--- config.mk ---
export PLATFORM = sky130hd
export DESIGN_NAME = multdiv_unit
export DESIGN_NICKNAME = d
export VERILOG_FILES = /design/src/rtl/multdiv_unit_pkg.sv /design/src/rtl/multdiv_unit_nbit_addsub.sv /design/src/rtl/multdiv_unit.sv
export SDC_FILE = /design/constraint.sdc
export NUM_CORES = 1
export LEC_CHECK = 0
export CAP_MARGIN = 25
export CORE_MARGIN = 3
export CORE_UTILIZATION = 45
export DETAILED_ROUTE_END_ITERATION = 10
export PLACE_DENSITY = 0.71
export SLEW_MARGIN = 20
export SYNTH_ARGS = -nofsm -noshare
export SYNTH_HDL_FRONTEND = slang
export SYNTH_SLANG_ARGS = --single-unit
--- constraint.sdc ---
create_clock -name clock -period 5.8 [get_ports clock]
set_clock_uncertainty 0.2 [all_clocks]
set_input_delay 0.87 -clock clock [delete_from_list [all_inputs] [get_ports clock]]
set_output_delay 0.87 -clock clock [all_outputs]
set_load 0.005 [all_outputs]
--- src/rtl/multdiv_unit_pkg.sv ---
// Shared definitions for the iterative multiply/divide unit.
package multdiv_unit_pkg;

  // Controller states; the encoding is visible to debug tooling.
  typedef enum logic [1:0] {
    ST_IDLE = 2'd0,
    ST_MUL  = 2'd1,
    ST_DIV  = 2'd2,
    ST_DONE = 2'd3
  } state_e;

  // Booth pair {q0, q-1}: 00/11 leave the accumulator unchanged.
  localparam logic [1:0] BOOTH_ADD = 2'b01;
  localparam logic [1:0] BOOTH_SUB = 2'b10;

  localparam int unsigned MAX_WIDTH = 64;

  // Most negative two's-complement value of a given width, zero-extended.
  function automatic logic [MAX_WIDTH-1:0] min_int(input int unsigned width);
    return MAX_WIDTH'(1) << (width - 1);
  endfunction

endpackage

--- src/rtl/multdiv_unit_nbit_addsub.sv ---
// Adder-subtractor shared by the Booth and non-restoring datapaths.
module nbit_addsub #(
  parameter int unsigned WIDTH = 33
) (
  input  logic [WIDTH-1:0] i_a,
  input  logic [WIDTH-1:0] i_b,
  input  logic             i_sub,
  output logic [WIDTH-1:0] o_sum,
  output logic             o_cout,
  output logic             o_ovf
);

  logic [WIDTH-1:0] w_b;

  // Subtract as a + ~b + 1.
  assign w_b             = i_b ^ {WIDTH{i_sub}};
  assign {o_cout, o_sum} = {1'b0, i_a} + {1'b0, w_b} + (WIDTH+1)'(i_sub);
  assign o_ovf           = (i_a[WIDTH-1] == w_b[WIDTH-1]) && (o_sum[WIDTH-1] != i_a[WIDTH-1]);

endmodule

--- src/rtl/multdiv_unit.sv ---
// Iterative signed multiply (radix-2 Booth) / divide (non-restoring) unit.
module multdiv_unit
  import multdiv_unit_pkg::*;
#(
  parameter int unsigned WIDTH = 32
) (
  input  logic             clock,
  input  logic             reset_n,
  input  logic [WIDTH-1:0] data_operandA,
  input  logic [WIDTH-1:0] data_operandB,
  input  logic             ctrl_MULT,
  input  logic             ctrl_DIV,
  output logic [WIDTH-1:0] data_result,
  output logic             data_exception,
  output logic             data_resultRDY,
  output logic             busy
);

  localparam int unsigned CNT_W = $clog2(WIDTH) + 1;
  localparam int unsigned AW    = WIDTH + 1;
  localparam logic [WIDTH-1:0] MIN_VAL = WIDTH'(min_int(WIDTH));

  state_e           r_state, w_state_next;
  logic [CNT_W-1:0] r_cnt;
  logic [AW-1:0]    r_hi;      // Booth upper accumulator / partial remainder
  logic [WIDTH-1:0] r_lo;      // Booth multiplier+product low / dividend->quotient
  logic             r_qm1;     // Booth q(-1)
  logic [WIDTH-1:0] r_m;       // multiplicand / divisor magnitude
  logic             r_neg;     // quotient must be negated
  logic             r_div_ovf; // MIN / -1

  logic             w_start_mul, w_start_div, w_start_err, w_last_iter;
  logic [AW-1:0]    w_add_a, w_add_b, w_sum;
  logic             w_add_sub, w_unused_cout, w_unused_ovf;
  logic [AW-1:0]    w_mul_hi;
  logic [WIDTH-1:0] w_mul_lo, w_div_q, w_div_res, w_abs_a, w_abs_b;
  logic             w_mul_ovf;

  // State register.
  always_ff @(posedge clock) begin
    if (!reset_n) r_state <= ST_IDLE;
    else          r_state <= w_state_next;
  end

  // Next-state decode and start strobes.
  always_comb begin
    w_state_next = r_state;
    w_start_mul  = 1'b0;
    w_start_div  = 1'b0;
    w_start_err  = 1'b0;
    w_last_iter  = (r_cnt == CNT_W'(WIDTH - 1));
    case (r_state)
      ST_IDLE: begin
        if (ctrl_MULT && ctrl_DIV) begin
          w_state_next = ST_DONE;
          w_start_err  = 1'b1;
        end else if (ctrl_MULT) begin
          w_state_next = ST_MUL;
          w_start_mul  = 1'b1;
        end else if (ctrl_DIV) begin
          if (data_operandB == '0) begin
            w_state_next = ST_DONE;
            w_start_err  = 1'b1;
          end else begin
            w_state_next = ST_DIV;
            w_start_div  = 1'b1;
          end
        end
      end
      ST_MUL, ST_DIV: if (w_last_iter) w_state_next = ST_DONE;
      ST_DONE:        w_state_next = ST_IDLE;
      default:        w_state_next = ST_IDLE;
    endcase
  end

  // Adder operand steering: Booth add/sub in MUL, shift-then-add/sub in DIV.
  always_comb begin
    w_add_a   = r_hi;
    w_add_b   = '0;
    w_add_sub = 1'b0;
    if (r_state == ST_DIV) begin
      w_add_a   = {r_hi[WIDTH-1:0], r_lo[WIDTH-1]};
      w_add_b   = {1'b0, r_m};
      w_add_sub = ~r_hi[WIDTH];
    end else begin
      case ({r_lo[0], r_qm1})
        BOOTH_ADD: w_add_b = {r_m[WIDTH-1], r_m};
        BOOTH_SUB: begin
          w_add_b   = {r_m[WIDTH-1], r_m};
          w_add_sub = 1'b1;
        end
        default: ;
      endcase
    end
  end

  nbit_addsub #(.WIDTH(AW)) u_addsub (
    .i_a    (w_add_a),
    .i_b    (w_add_b),
    .i_sub  (w_add_sub),
    .o_sum  (w_sum),
    .o_cout (w_unused_cout),
    .o_ovf  (w_unused_ovf)
  );

  // Iteration results; the remainder is never exposed, so it is left uncorrected.
  assign w_mul_hi  = {w_sum[WIDTH], w_sum[WIDTH:1]};
  assign w_mul_lo  = {w_sum[0], r_lo[WIDTH-1:1]};
  assign w_mul_ovf = ~((&{w_mul_hi, w_mul_lo[WIDTH-1]}) | ~(|{w_mul_hi, w_mul_lo[WIDTH-1]}));
  assign w_div_q   = {r_lo[WIDTH-2:0], ~w_sum[WIDTH]};
  assign w_div_res = r_neg ? -w_div_q : w_div_q;
  assign w_abs_a   = data_operandA[WIDTH-1] ? -data_operandA : data_operandA;
  assign w_abs_b   = data_operandB[WIDTH-1] ? -data_operandB : data_operandB;

  // Datapath, counter and registered outputs.
  always_ff @(posedge clock) begin
    if (!reset_n) begin
      r_cnt          <= '0;
      r_hi           <= '0;
      r_lo           <= '0;
      r_qm1          <= 1'b0;
      r_m            <= '0;
      r_neg          <= 1'b0;
      r_div_ovf      <= 1'b0;
      data_result    <= '0;
      data_exception <= 1'b0;
      data_resultRDY <= 1'b0;
      busy           <= 1'b0;
    end else begin
      data_resultRDY <= (w_state_next == ST_DONE);
      busy           <= (w_state_next != ST_IDLE);
      if (w_start_mul) begin
        r_cnt <= '0;
        r_hi  <= '0;
        r_lo  <= data_operandB;
        r_qm1 <= 1'b0;
        r_m   <= data_operandA;
      end
      if (w_start_div) begin
        r_cnt     <= '0;
        r_hi      <= '0;
        r_lo      <= w_abs_a;
        r_m       <= w_abs_b;
        r_neg     <= data_operandA[WIDTH-1] ^ data_operandB[WIDTH-1];
        r_div_ovf <= (data_operandA == MIN_VAL) && (&data_operandB);
      end
      if (w_start_err) begin
        data_result    <= '0;
        data_exception <= 1'b1;
      end
      if (r_state == ST_MUL) begin
        r_cnt <= r_cnt + CNT_W'(1);
        r_hi  <= w_mul_hi;
        r_lo  <= w_mul_lo;
        r_qm1 <= r_lo[0];
        if (w_last_iter) begin
          data_result    <= w_mul_lo;
          data_exception <= w_mul_ovf;
        end
      end
      if (r_state == ST_DIV) begin
        r_cnt <= r_cnt + CNT_W'(1);
        r_hi  <= w_sum;
        r_lo  <= w_div_q;
        if (w_last_iter) begin
          data_result    <= w_div_res;
          data_exception <= r_div_ovf;
        end
      end
    end
  end

endmodule

* Yosys cells after proc, flatten, opt, wreduce, memory -nomap -nowiden
Cells that the tools add are included.
** Word-level totals
- Memory bits (read-only) :: 0
- Input bits :: 68
- Bits in latches :: 0
- Logic and storage cells :: 99
- Memories :: 0
- RAM bits :: 0
- Register bits :: 143
- Output and inout port bits :: 35
** Operators by class
- $lt $le $gt $ge :: 0
- Multiplexer cells :: 53
- Reduce and logical (&&, ||, !) cells :: 13
- Divide/modulo/power cells :: 0
- Bitwise operators :: 7
- Multipliers :: 0
- Shifts and indexed selects :: 0
- $add $sub $neg :: 6
- Equal/unequal tests :: 8
** Operators by type and width (number)
- 32-bit two-way mux :: 14
- 33-bit two-way mux :: 7
- 32-bit negator :: 3
- 33-bit by 1-bit adder with 33-bit output :: 1
- 33-bit adder :: 1
- 33-bit AND reduction :: 1
- 33-bit OR reduction :: 1
- 33-bit bitwise XOR :: 1
- 32-bit equality test, second input constant :: 1
- 32-bit logical NOT :: 1
- 32-bit AND reduction :: 1
- 6-bit two-way mux :: 4
- 1-bit two-way mux :: 23
- 2-bit equality test, second input constant :: 4
- 2-bit two-way mux :: 4
- 6-bit by 1-bit adder with 6-bit output, second input constant :: 1
- 6-bit by 5-bit equality test with 1-bit output, second input constant :: 1
- 2-bit one-hot mux with 3 select lines :: 1
- 2-bit nonzero test :: 3
- 2-bit by 1-bit equality test with 1-bit output, second input constant :: 2
- 1-bit NOT :: 4
- 4-bit nonzero test :: 1
- 2-bit OR reduction :: 2
- 1-bit logical AND :: 2
- other kinds (3) :: 3

* Depth between registers and ports, before layout
- Depth in word-level cells :: 15
- Depth in mapped cells :: 26

* Hierarchy
From an unflattened synthesis, not the netlist that was laid out.
** Unflattened totals
- Cell total of the unflattened synthesis :: 1527
- Area total of the unflattened synthesis :: 12011.5 um^2
** Modules (own cells, without submodules)
- multdiv_unit :: times used 1, cells an instance 1247, area each 9913.3 um^2
- nbit_addsub :: times used 1, cells an instance 280, area each 2098.3 um^2

* Worst setup path after synthesis
Ideal clock, no wire load.
- Path kind :: register to register
- Start point :: register r_state[0]
- End point :: register data_result[16]
- Buffers on the path :: 6
- Clock period less this slack :: 5.243 ns
- Required time :: 5.530 ns
- Path slack :: 0.557 ns
- Arrival :: 4.973 ns
- Stages on the path, launching flop included :: 25
- Path through :: dfxtp_1 inv_1 ha_1 buf_6 clkbuf_1 clkbuf_1 clkbuf_1 mux2_2 ha_1 clkbuf_1 a21oi_1 o21ai_1 o21ba_2 or2_2 a311oi_1 xnor2_1 inv_2 ha_1 nand2b_1 or2_1 clkbuf_1 o41ai_1 xnor2_1 o221ai_1 a21oi_1
** On the way
- Longest elaborated chain between the ends :: 10
** Ends and longest elaborated chain
- start: declaration :: line multdiv_unit.sv:23 : state_e r_state, w_state_next;
- start signal: assignment :: line multdiv_unit.sv:42 : else r_state <= w_state_next;
- 2-bit equality test :: line multdiv_unit.sv:81, multdiv_unit.sv:161
- 33-bit two-way mux / 1-bit two-way mux (equally long branches) :: line multdiv_unit.sv:81 : if (r_state == ST_DIV) begin
- 33-bit bitwise XOR :: line multdiv_unit_nbit_addsub.sv:16 : assign w_b = i_b ^ {WIDTH{i_sub}};
- 33-bit adder :: line multdiv_unit_nbit_addsub.sv:17 : assign {o_cout, o_sum} = {1'b0, i_a} + {1'b0, w_b} + (WIDTH+1)'(i_sub);
- 33-bit by 1-bit adder with 33-bit output :: line multdiv_unit_nbit_addsub.sv:17
- 1-bit NOT :: line multdiv_unit.sv:110 : assign w_div_q = {r_lo[WIDTH-2:0], ~w_sum[WIDTH]};
- 32-bit negator :: line multdiv_unit.sv:111 : assign w_div_res = r_neg ? -w_div_q : w_div_q;
- 32-bit two-way mux :: line multdiv_unit.sv:111
- 32-bit two-way mux :: line multdiv_unit.sv:165 : if (w_last_iter) begin
- 32-bit two-way mux * :: line multdiv_unit.sv:161 : if (r_state == ST_DIV) begin
- end signal: assignment :: line multdiv_unit.sv:157 : data_result <= w_mul_lo;
- end signal: assignment :: line multdiv_unit.sv:166 : data_result <= w_div_res;
- end: declaration :: line multdiv_unit.sv:13 : output logic [WIDTH-1:0] data_result,
Mark *: on every way between the ends. The rest lies on a longest branch, timed or not.
A chain may end at the register's enable or synchronous reset.

* Worst setup path in the final report
- Start point :: register r_state[0]
- End point :: register data_exception
** On the way
- Longest elaborated chain between the ends :: 13
** Ends and longest elaborated chain
- 2-bit equality test :: line multdiv_unit.sv:81, multdiv_unit.sv:161
- 33-bit two-way mux / 1-bit two-way mux (equally long branches) :: line multdiv_unit.sv:81
- 33-bit bitwise XOR :: line multdiv_unit_nbit_addsub.sv:16
- 33-bit adder :: line multdiv_unit_nbit_addsub.sv:17
- 33-bit by 1-bit adder with 33-bit output :: line multdiv_unit_nbit_addsub.sv:17
- 33-bit OR reduction :: line multdiv_unit.sv:109 : assign w_mul_ovf = ~((&{w_mul_hi, w_mul_lo[WIDTH-1]}) | ~(|{w_mul_hi, w_mul_lo[WIDTH-1]}));
- 1-bit NOT :: line multdiv_unit.sv:109
- 1-bit bitwise OR :: line multdiv_unit.sv:109
- 1-bit NOT :: line multdiv_unit.sv:109
- 1-bit two-way mux :: line multdiv_unit.sv:156 : if (w_last_iter) begin
- 1-bit two-way mux :: line multdiv_unit.sv:151 : if (r_state == ST_MUL) begin
- 1-bit two-way mux :: line multdiv_unit.sv:165
- 1-bit two-way mux * :: line multdiv_unit.sv:161
- end signal: assignment :: line multdiv_unit.sv:158 : data_exception <= w_mul_ovf;
- end signal: assignment :: line multdiv_unit.sv:167 : data_exception <= r_div_ovf;
- end: declaration :: line multdiv_unit.sv:14 : output logic data_exception,
Marks and branches as above.

==> impl_table.tex <==
\begin{tabular}{lr}
\hline
Metric & Value \\
\hline
\multicolumn{2}{l}{\textbf{Status}} \\
\quad Result of the run & finished, final reports clean \\
\multicolumn{2}{l}{\textbf{Power}} \\
\quad Power dissipated by switching net loads & 2.36 mW \\
\quad Static leakage & 5.00 nW \\
\quad Sequential power share & 25.2\% \\
\quad Cell Pwr Density & 370 nW/um\^{}2 \\
\quad Combinational power share & 51.8\% \\
\quad Switching Share & 44.8\% \\
\quad Internal cell power & 2.91 mW \\
\quad Maximum vdd ir drop & 183 uV \\
\quad Clock network power share & 23.0\% \\
\multicolumn{2}{l}{\textbf{Setup path}} \\
\quad Cell chain of the critical path & inv\_1, ha\_4, nor2b\_1, or2\_4, buf\_4, xnor2\_1, ha\_1, nand2\_1, o21bai\_1, nor3\_1, a22oi\_1, nand2\_1, a211oi\_1, nor4bb\_1, nand4b\_1, o311ai\_1, nand2\_1 \\
\quad Kind of capture point of the worst setup path & flip-flop \\
\quad Total buffers and inverters traversed by the critical path & 2 \\
\quad Dominant cell type by count on the critical path & nand2\_1 \\
\quad Peak fanout along the critical path & 16 \\
\quad Required time worst endpoint & 5.90 ns \\
\quad Category of the most critical setup path & flip-flop to flip-flop \\
\quad Crit path arrival time & 5.51 ns \\
\quad Top cell family by delay on the critical path & compound AO/OA/AOI/OAI gates \\
\quad Worst-path cell with the longest stage delay & a211oi\_1 \\
\quad Type of origin of the critical path & flip-flop \\
\quad Maximum cell stage delay along the critical path & 0.69 ns \\
\multicolumn{2}{l}{\textbf{Placed design}} \\
\quad Number of port buffers & 102 \\
\quad Instance area after placement & 13500 sq um \\
\quad Weighted congestion reported at the end of routability-driven placement & 0.974 \\
\quad HPWL after DPL & 31300 microns \\
\quad Number of cells in the design after placement & 2003 \\
\quad Worst-case setup slack after placement & 0.0810 ns \\
\multicolumn{2}{l}{\textbf{Synthesis}} \\
\quad Synthesized cell area & 12300 sq um \\
\quad Most instantiated flip-flop cell in the synthesis netlist & dfxtp\_1 \\
\quad Number of instances in the synthesized netlist & 1679 \\
\quad Number of synthesized register bits & 143 \\
\quad Async set or reset register ratio after synthesis & 0\% \\
\quad Share of the synthesized area in the top cell type & 23.2\% \\
\quad Nets in the synthesized netlist & 1788 \\
\quad Count of flip-flops with a built-in enable after synthesis & 0 \\
\quad Cell types with the largest area share after synthesis & dfxtp\_1 (23\%), nand2\_1 (5.8\%), xnor2\_1 (5.6\%) \\
\quad Number of distinct library cells after synthesis & 92 \\
\quad Most used standard cell by instance count after synthesis & nand2\_1 \\
\quad Library cell occupying the most area in the post-synthesis netlist & dfxtp\_1 \\
\quad Yosys synthesis warning count & 0 \\
\quad Synthesized area per cell & 7.34 sq um \\
\quad Synth top cells by count & nand2\_1 (189), nor2\_1 (155), dfxtp\_1 (143) \\
\quad Register area share after synthesis & 23.2\% \\
\multicolumn{2}{l}{\textbf{STA}} \\
\quad Final number of hold-violating endpoints & 0 \\
\quad Worst setup margin & 0.398 ns \\
\quad Maximum clock rate & 185 MHz \\
\quad Min Clock Period, post-route & 5.40 ns \\
\quad Fraction of the cycle the final worst path needs & 93.1\% \\
\quad Setup repair after global routing missed its margin & no \\
\quad Final Setup Violations & 0 \\
\quad Max transition margin & 40.1\% \\
\quad Fin. max-slew vios & 0 \\
\quad Final TNS setup & 0 ns \\
\quad Slew at the pin closest to its max-slew limit & 0.899 ns \\
\multicolumn{2}{l}{\textbf{Final layout}} \\
\quad FILL cells & 2522 \\
\quad Fraction of layout instances using a drive strength above 1 & 9.43\% \\
\quad Antenna diode instance count & 0 \\
\quad Synthesis-to-finish area growth & 15.4\% \\
\quad Final net count & 1805 \\
\quad End-of-flow core utilization & 53.7\% \\
\quad Final cell count without fillers & 2043 \\
\quad Multi-input gate area in the final layout & 8830 sq um \\
\quad Register area & 2860 sq um \\
\quad Final standard cell area without fillers & 14200 sq um \\
\multicolumn{2}{l}{\textbf{Detailed routing}} \\
\quad Detail-routed via count per cell & 6.53 \\
\quad First DRT Iteration DRCs & 1528 \\
\quad Count of unresolved DRC violations after routing & 0 \\
\quad Aggregate routed wire length & 42800 microns \\
\quad Number of optimization iterations in the first detailed-route pass & 6 \\
\quad Number of antenna-violating nets in the routed design & 0 \\
\quad Routed wire per std cell & 21.0 microns \\
\quad Vias after detailed routing & 13300 \\
\multicolumn{2}{l}{\textbf{Clocking}} \\
\quad Number of buffers on the longest clock path & 2 \\
\quad Number of clock buffers inserted by TritonCTS & 17 \\
\quad Clock latency reported for the late side of the worst-skew pair & 0.43 ns \\
\quad TritonCTS Sinks & 143 \\
\quad Number of hold buffers added after CTS & 0 \\
\quad Count of H-tree levels built during CTS & 4 \\
\quad Clock root buffer & clkbuf\_16 \\
\quad CTS tree & done \\
\quad Clock transition at the registers of the reported paths & 0.06 ns \\
\multicolumn{2}{l}{\textbf{Global routing}} \\
\quad Wire length of the first global-routing pass & 67100 microns \\
\quad Antenna violations before repair & 0 \\
\quad Pin count of the biggest net entering global routing & 85 \\
\quad GR Overflow Total & 0 \\
\quad Global-route total usage across every layer & 28.5\% \\
\quad Via count of the first global-routing pass & 12100 \\
\multicolumn{2}{l}{\textbf{Die}} \\
\quad Die height & 172 microns \\
\quad Top Ports & 103 \\
\quad Number of core rows & 59 \\
\quad Die area & 29400 sq um \\
\quad Die extent in x & 172 microns \\
\quad Initial Utilization & 46.5\% \\
\quad Area of the core & 26500 sq um \\
\multicolumn{2}{l}{\textbf{Hold path}} \\
\quad Tightest Hold Check Type & flip-flop to flip-flop \\
\multicolumn{2}{l}{\textbf{Job}} \\
\quad Max capacitance violation total & 0 \\
\hline
\end{tabular}
state kept, by name, summed over array words and instances, names as in the netlist:
signal / count
busy: 1
data_exception: 1
data_result: 32
data_resultRDY: 1
r_cnt: 6
r_div_ovf: 1
r_hi: 33
r_lo: 32
r_m: 32
r_neg: 1
r_qm1: 1
r_state: 2
worst register-to-register path: stages, from the launching register on:
cell and delay (ns):
dfxtp_1 0.35, inv_1 0.10, ha_4 0.25, nor2b_1 0.27
or2_4 0.30, buf_4 0.33, xnor2_1 0.13, ha_1 0.47
nand2_1 0.15, o21bai_1 0.44, nor3_1 0.13, a22oi_1 0.40
nand2_1 0.15, a211oi_1 0.69, nor4bb_1 0.31, nand4b_1 0.20
o311ai_1 0.32, nand2_1 0.10
what timing repair did:
item / CTS / global route
resized for setup: 0 / 4
buffers inserted: 0 / 9
endpoints found under the setup margin: 0 / 6
layout make-up:
class	instances	area share, %
timing repair buffer	150	9.87
tap	335	2.95
inverter	21	0.554
clock inverter	12	1.28
clock buffer	19	3.18
sequential	143	20.1
multi-input combinational	1363	62.1
metrics by stage:
step	hold WS, ns	power (mW)
2_1_floorplan	0.232	3.21
3_3_place_gp	0.247	3.92
3_5_place_dp	0.247	3.96
4_1_cts	0.256	5.17
5_1_grt	0.279	5.57
6_report	0.255	5.27
path summary, 6_finish.rpt:
check	start	endpoint	slack, ns	depth (start not counted)
worst max-delay path	r_state[0]	data_exception	0.40	17
worst min-delay path	r_m[9]	r_m[9]	0.26	2
worst max register to register	r_state[0]	data_exception	0.40	17
worst min register to register	r_m[9]	r_m[9]	0.26	2
cell families (layout without fill, tap and decap cells):
| family | after synthesis | after routing | share of synthesized area [%] |
|---|---|---|---|
| DFF | 143 | 143 | 23.2 |
| and+or+nand+nor | 632 | 632 | 25.4 |
| muxes | 38 | 38 | 3.42 |
| AOI/OAI and AO/OA | 509 | 509 | 28.0 |
| xor gates and xnor gates | 143 | 143 | 10.2 |
| buffers and inverters | 173 | 202 | 5.57 |
| adders and majority gates | 41 | 41 | 4.22 |
cell usage in the layout, fill, tap and decap left out, drive strengths merged, types with 22 or more instances in the layout:
cell and instances:
nand2 190, nor2 155, dfxtp 143, o21ai 122
a21oi 106, clkdlybuf4s50 101, xnor2 79, xor2 64
nor3 61, nand3 55, buf 49, a221oi 44
a211oi 42, ha 40, mux2 33, o211ai 30
nand4 27, o31ai 27, inv 24, or3 22
metal layers:
| layer | wire length [microns] | vias to the layer above | track usage [%] |
|---|---|---|---|
| met5 | 0 | - | 0 |
| met4 | 1020 | 0 | 7.45 |
| met3 | 4000 | 69 | 4.62 |
| met2 | 18700 | 712 | 44.3 |
| met1 | 19100 | 6327 | 41.0 |
| li1 | - | 6237 | - |
power groups by stage:
| stage | Sequential (mW) | Clock, mW | Combinational [mW] |
|---|---|---|---|
| after floorplan | 1.21 | 0 | 1.99 |
| after global placement | 1.33 | 0 | 2.58 |
| after detailed placement | 1.33 | 0 | 2.63 |
| after CTS | 1.31 | 1.21 | 2.64 |
| after global routing | 1.34 | 1.26 | 2.97 |
| final | 1.33 | 1.21 | 2.73 |
(Power assumes the default switching activity.)
